<file path="config.mk">
export PLATFORM = sky130hd
export DESIGN_NAME = hcsr04_scheduler
export DESIGN_NICKNAME = d
export VERILOG_FILES = /design/src/rtl/hcsr04_scheduler.sv
export SDC_FILE = /design/constraint.sdc
export NUM_CORES = 1
export LEC_CHECK = 0
export ABC_AREA = 1
export CORE_UTILIZATION = 30
export DETAILED_ROUTE_END_ITERATION = 8
export SLEW_MARGIN = 20
export SYNTH_ARGS = -nofsm -noshare
export SYNTH_HDL_FRONTEND = slang
export SYNTH_SLANG_ARGS = --single-unit
</file>
<file path="constraint.sdc">
create_clock -name i_clk -period 4.9 [get_ports i_clk]
set_input_delay 0.735 -clock i_clk [delete_from_list [all_inputs] [get_ports i_clk]]
set_output_delay 0.735 -clock i_clk [all_outputs]
set_load 0.03 [all_outputs]
</file>
<file path="src/rtl/hcsr04_scheduler.sv">
`timescale 1ns/1ps
// Round-robin HC-SR04 measurement sequencer: triggers one enabled sensor at a time,
// times its synchronised echo and publishes one tagged result per measurement.
module hcsr04_scheduler #(
  parameter int N              = 4,
  parameter int SEL_W          = (N > 1) ? $clog2(N) : 1,
  parameter int CNT_W          = 16,
  parameter int TRIG_CYCLES    = 6,
  parameter int TIMEOUT_CYCLES = 1000,
  parameter int HOLDOFF_CYCLES = 20
) (
  input  logic             i_clk,
  input  logic             i_rst,
  input  logic             i_enable,
  input  logic [N-1:0]     i_sensor_mask,
  input  logic [N-1:0]     i_echo,
  output logic [N-1:0]     o_trig,
  output logic             o_busy,
  output logic [SEL_W-1:0] o_sel,
  output logic             o_result_valid,
  output logic [SEL_W-1:0] o_result_id,
  output logic [CNT_W-1:0] o_result_count,
  output logic             o_result_timeout
);

  localparam int TMR_MAX = (TRIG_CYCLES > HOLDOFF_CYCLES) ? TRIG_CYCLES : HOLDOFF_CYCLES;
  localparam int TMR_W   = $clog2(TMR_MAX + 1);

  localparam logic [TMR_W-1:0] TRIG_LAST    = TMR_W'(TRIG_CYCLES - 1);
  localparam logic [TMR_W-1:0] HOLD_LAST    = TMR_W'(HOLDOFF_CYCLES);
  localparam logic [CNT_W-1:0] TO_COUNT     = CNT_W'(TIMEOUT_CYCLES);
  localparam logic [CNT_W-1:0] TO_WAIT_LAST = CNT_W'(TIMEOUT_CYCLES - 1);
  localparam logic [SEL_W-1:0] SEL_LAST     = SEL_W'(N - 1);

  typedef enum logic [2:0] {
    ST_IDLE,
    ST_TRIG,
    ST_WAIT_RISE,
    ST_MEASURE,
    ST_HOLDOFF
  } state_t;

  state_t           r_state;
  state_t           w_state_nxt;
  logic [N-1:0]     r_echo_meta;
  logic [N-1:0]     r_echo_s;
  logic [SEL_W-1:0] r_sel;
  logic [SEL_W-1:0] r_ptr;
  logic [CNT_W-1:0] r_cnt;
  logic [TMR_W-1:0] r_tmr;
  logic             r_result_valid;
  logic [SEL_W-1:0] r_result_id;
  logic [CNT_W-1:0] r_result_count;
  logic             r_result_timeout;

  logic             w_echo_sel;
  logic             w_start;
  logic [SEL_W-1:0] w_pick;
  logic             w_pick_found;
  logic             w_finish;
  logic             w_fin_timeout;
  logic [CNT_W-1:0] w_fin_count;
  logic [N-1:0]     w_trig;

  always_ff @(posedge i_clk or posedge i_rst) begin
    if (i_rst) begin
      r_echo_meta <= '0;
      r_echo_s    <= '0;
    end else begin
      r_echo_meta <= i_echo;
      r_echo_s    <= r_echo_meta;
    end
  end

  assign w_echo_sel = r_echo_s[r_sel];
  assign w_start    = i_enable && (|i_sensor_mask);

  // First masked-in sensor at or after the round-robin pointer, wrapping at N.
  always_comb begin
    w_pick       = r_ptr;
    w_pick_found = 1'b0;
    for (int i = 0; i < N; i++) begin
      if (!w_pick_found && i_sensor_mask[(int'(r_ptr) + i) % N]) begin
        w_pick       = SEL_W'((int'(r_ptr) + i) % N);
        w_pick_found = 1'b1;
      end
    end
  end

  always_ff @(posedge i_clk or posedge i_rst) begin
    if (i_rst) begin
      r_state <= ST_IDLE;
    end else begin
      r_state <= w_state_nxt;
    end
  end

  always_comb begin
    w_state_nxt   = r_state;
    w_finish      = 1'b0;
    w_fin_timeout = 1'b0;
    w_fin_count   = '0;
    case (r_state)
      ST_IDLE: begin
        if (w_start) w_state_nxt = ST_TRIG;
      end
      ST_TRIG: begin
        if (r_tmr == TRIG_LAST) w_state_nxt = ST_WAIT_RISE;
      end
      ST_WAIT_RISE: begin
        if (w_echo_sel) begin
          w_state_nxt = ST_MEASURE;
        end else if (r_cnt == TO_WAIT_LAST) begin
          w_finish      = 1'b1;
          w_fin_timeout = 1'b1;
          w_state_nxt   = ST_HOLDOFF;
        end
      end
      ST_MEASURE: begin
        if (!w_echo_sel) begin
          w_finish    = 1'b1;
          w_fin_count = r_cnt;
          w_state_nxt = ST_HOLDOFF;
        end else if (r_cnt == TO_COUNT) begin
          w_finish      = 1'b1;
          w_fin_timeout = 1'b1;
          w_fin_count   = r_cnt;
          w_state_nxt   = ST_HOLDOFF;
        end
      end
      ST_HOLDOFF: begin
        if (r_tmr == HOLD_LAST) w_state_nxt = ST_IDLE;
      end
      default: w_state_nxt = ST_IDLE;
    endcase
  end

  // The result_valid cycle is the first HOLDOFF cycle, so HOLDOFF spans HOLDOFF_CYCLES+1 cycles.
  always_ff @(posedge i_clk or posedge i_rst) begin
    if (i_rst) begin
      r_sel            <= '0;
      r_ptr            <= '0;
      r_cnt            <= '0;
      r_tmr            <= '0;
      r_result_valid   <= 1'b0;
      r_result_id      <= '0;
      r_result_count   <= '0;
      r_result_timeout <= 1'b0;
    end else begin
      r_result_valid <= 1'b0;
      case (r_state)
        ST_IDLE: begin
          if (w_start) begin
            r_sel <= w_pick;
            r_cnt <= '0;
            r_tmr <= '0;
          end
        end
        ST_TRIG: begin
          r_cnt <= '0;
          r_tmr <= (r_tmr == TRIG_LAST) ? '0 : r_tmr + 1'b1;
        end
        ST_WAIT_RISE: begin
          r_cnt <= w_echo_sel ? CNT_W'(1) : r_cnt + 1'b1;
        end
        ST_MEASURE: begin
          if (!w_finish) r_cnt <= r_cnt + 1'b1;
        end
        ST_HOLDOFF: begin
          r_tmr <= r_tmr + 1'b1;
        end
        default: ;
      endcase
      if (w_finish) begin
        r_result_valid   <= 1'b1;
        r_result_id      <= r_sel;
        r_result_count   <= w_fin_count;
        r_result_timeout <= w_fin_timeout;
        r_tmr            <= '0;
        r_ptr            <= (r_sel == SEL_LAST) ? '0 : r_sel + 1'b1;
      end
    end
  end

  always_comb begin
    w_trig = '0;
    if (r_state == ST_TRIG) w_trig[r_sel] = 1'b1;
  end

  assign o_trig           = w_trig;
  assign o_busy           = (r_state != ST_IDLE);
  assign o_sel            = r_sel;
  assign o_result_valid   = r_result_valid;
  assign o_result_id      = r_result_id;
  assign o_result_count   = r_result_count;
  assign o_result_timeout = r_result_timeout;

endmodule
</file>
==> flow_summary.toml <==
[run_status]
status = "finished clean"

[final_layout]
area.growth.synth_to_final_pct = 19.0
diodes = 0
finalInstanceArea_um2 = 3670
drive_gt1_share_pct = 6.67
final_util_pct = 37.2
fillers = 1019
nets = 469

[timing]
hold_viol = 0
finalCriticalPeriod_ns = 2.83
finalSetupTns_ns = 0
finClkSkew_ns = 0.00811
fin_crit_sh_pct = 57.7
rsz0062_at_grt = "no"
layout_setup_ws_ns = 2.07
setup_viol = 0
tightest_slew_ns = 0.702
slew_headroom_pct = 53.2
slew_viol_final = 0
fmax_mhz = 354

[global_routing]
gr-usage-all-layers_pct = 13.4
grt_pass1_wl_um = 11300
grt_pass1_vias = 2449
overflow = 0
grt_max_degree = 57
antenna_found_initial = 0

[synth]
yosysSeqAreaShare_pct = 45.5
synth-edff-count = 0
syn_inst = 412
postSynth.asyncResetShare_pct = 100
ys_warn_count = 0
synth.area.top_cells = "dfrtp_1, nand2_1, inv_1"
avgSynthCellArea_um2 = 7.48
ys_top_cells_by_count = "nand2_1, dfrtp_1, inv_1, nor2_1, nand3_1"
synth-main-ff-cell = "dfrtp_1"
synth.most_common_cell = "nand2_1"
synth_area_um2 = 3080
synth_top_cell_by_area = "dfrtp_1"
yosysTopAreaCellShare_pct = 45.5
synth-seq-cells = 56
synth.net_count = 432
synthDistinctLibCells = 33

[routing]
drc = 0
ant_nets = 0
routedWlPerCell_um = 11.4
drtIter0Drc = 103
wl_um = 6660
firstDrtPassIters = 4
vias_per_cell = 4.50
vias = 2624

[pwr]
combPwrFrac_pct = 43.8
switching_share_pct = 43.3
internal_power_uw = 889
powerDensity_nw_per_um2 = 428
p_sw_uw = 680
p_leak_uw = 0.00174
vdd_drop_max_mv = 0.194
power_frac_seq_pct = 37.0
power_uw = 1570
power_frac_clock_pct = 19.2

[floorplanning]
fp.coreArea_um2 = 9860
die_x_um = 103
die_y_um = 103
rows = 36
num_io_pins = 38
initial_core_util_pct = 31.2
die-area_um2 = 10700

[run]
max_cap_viol_count = 0

[hold_path]
worstHoldPathType = "flop to flop"
hold_start = "r_echo_meta[1]$_DFF_PP0_"

[critical_path]
end_kind = "output port"
crit_start = "r_state[0]$_DFFE_PP0P_"
cp_data_arrival_time_ns = 2.09
crit_type = "flop to output port"
timing.rr.start = "o_sel[0]$_DFFE_PP0P_"
worst-path-max-fanout = 5
crit_required_ns = 4.16
start_kind = "flop"

[clock_tree]
clockBufferDepth = 2
cts_sinks = 56
cts_setup_buffers = 0
tritoncts = "yes"
numCtsBuffers = 5
root_buffer = "clkbuf_8"
path_clk_slew_ns = 0.10
clk_latency_ns = 0.31
htree_levels = 2
cts_hold_buf = 0
post_cts_resized = 0

[place]
numPortBuffers = 37
place.gp.congestion = 0.869
place_area_um2 = 3560
dp_hpwl_um = 4790
post-place-ws_ns = 2.44
## sequential cells by signal, summed over array words and instances, names as in the netlist
name and cells:
o_result_count 16, o_result_id 2, o_result_timeout 1, o_result_valid 1, o_sel 2, r_cnt 16, r_echo_meta 4, r_echo_s 4
r_ptr 2, r_state 3, r_tmr 5
## cell usage in the layout (no fill, tap or decap), drive strengths merged
master,synthesis,routed
nor3,9,9
or2,1,1
o22ai,11,11
o21bai,1,1
o21ai,20,20
clkdlybuf4s50,0,37
a21oi,9,9
nor3b,1,1
inv,55,55
a22oi,1,1
buf,8,1
xnor2,1,1
o21a,1,1
bufinv,0,1
nor2,41,41
ha,9,9
nand2,143,143
clkinv,2,3
o211ai,1,1
nand4,3,3
clkbuf,0,6
nand3,37,37
dfrtp,56,56
xor2,2,2
## routing by layer
layer | wire length, um | share of wire (%) | vias up | global-route usage, %
met5 | 0 | 0 | - | 0
met4 | 79 | 1.2 | 0 | 4.01
met3 | 249 | 3.7 | 5 | 1.88
met2 | 2920 | 44 | 47 | 22.4
met1 | 3410 | 51 | 1201 | 17.9
li1 | - | - | 1371 | -
## critical path, stage by stage (launching register included)
cell and delay (ns):
dfrtp_1 0.43, inv_1 0.09, nor3_1 0.24, inv_1 0.16, nor2_1 0.16, clkdlybuf4s50_1 0.70
## power groups by stage
stage / Combinational (uW) / Sequential (uW) / Clock, uW
after floorplan: 499 / 612 / 0
after global placement: 677 / 585 / 0
after detailed placement: 690 / 589 / 0
after CTS: 694 / 580 / 315
after global routing: 779 / 592 / 327
final: 688 / 580 / 301
## per-stage QoR
stage / instances / hold WS [ns]
global route: 583 / 0.371
floorplan: 412 / 0.331
finish: 583 / 0.362
detailed placement: 575 / 0.341
CTS: 583 / 0.366
global placement: 575 / 0.336
## layout make-up
class | count | area, um^2 | area share, %
Timing Repair Buffer | 38 | 378 | 10.3
Sequential cell | 56 | 1400 | 38.2
Multi-Input combinational cell | 291 | 1400 | 38.1
Tap cell | 133 | 166 | 4.54
Clock inverter | 2 | 35.0 | 0.956
Inverter | 57 | 215 | 5.87
Clock buffer | 6 | 72.6 | 1.98
## final timing paths
check / endpoint / cells after the start / slack (ns)
min reg2reg: r_echo_s[1]$_DFF_PP0_ / 0 / 0.36
min: r_echo_s[1]$_DFF_PP0_ / 0 / 0.36
min in group asynchronous: o_result_count[3]$_DFFE_PP0N_ / 3 / 0.92
max in group asynchronous: r_cnt[6]$_DFFE_PP0P_ / 3 / 3.50
max reg2reg: o_result_id[1]$_DFFE_PP0N_ / 9 / 2.79
max: o_trig[3] / 5 / 2.07
## kinds of logic after synthesis
kind of cell / Yosys count / synth area share (%)
and+or+nand+nor: 235 / 32.6
buffers and inverters: 65 / 9.18
DFF: 56 / 45.5
AOI/OAI and AO/OA: 44 / 8.28
adders and majority gates: 9 / 3.65
xor gates and xnor gates: 3 / 0.853
(Power assumes the default switching activity.)
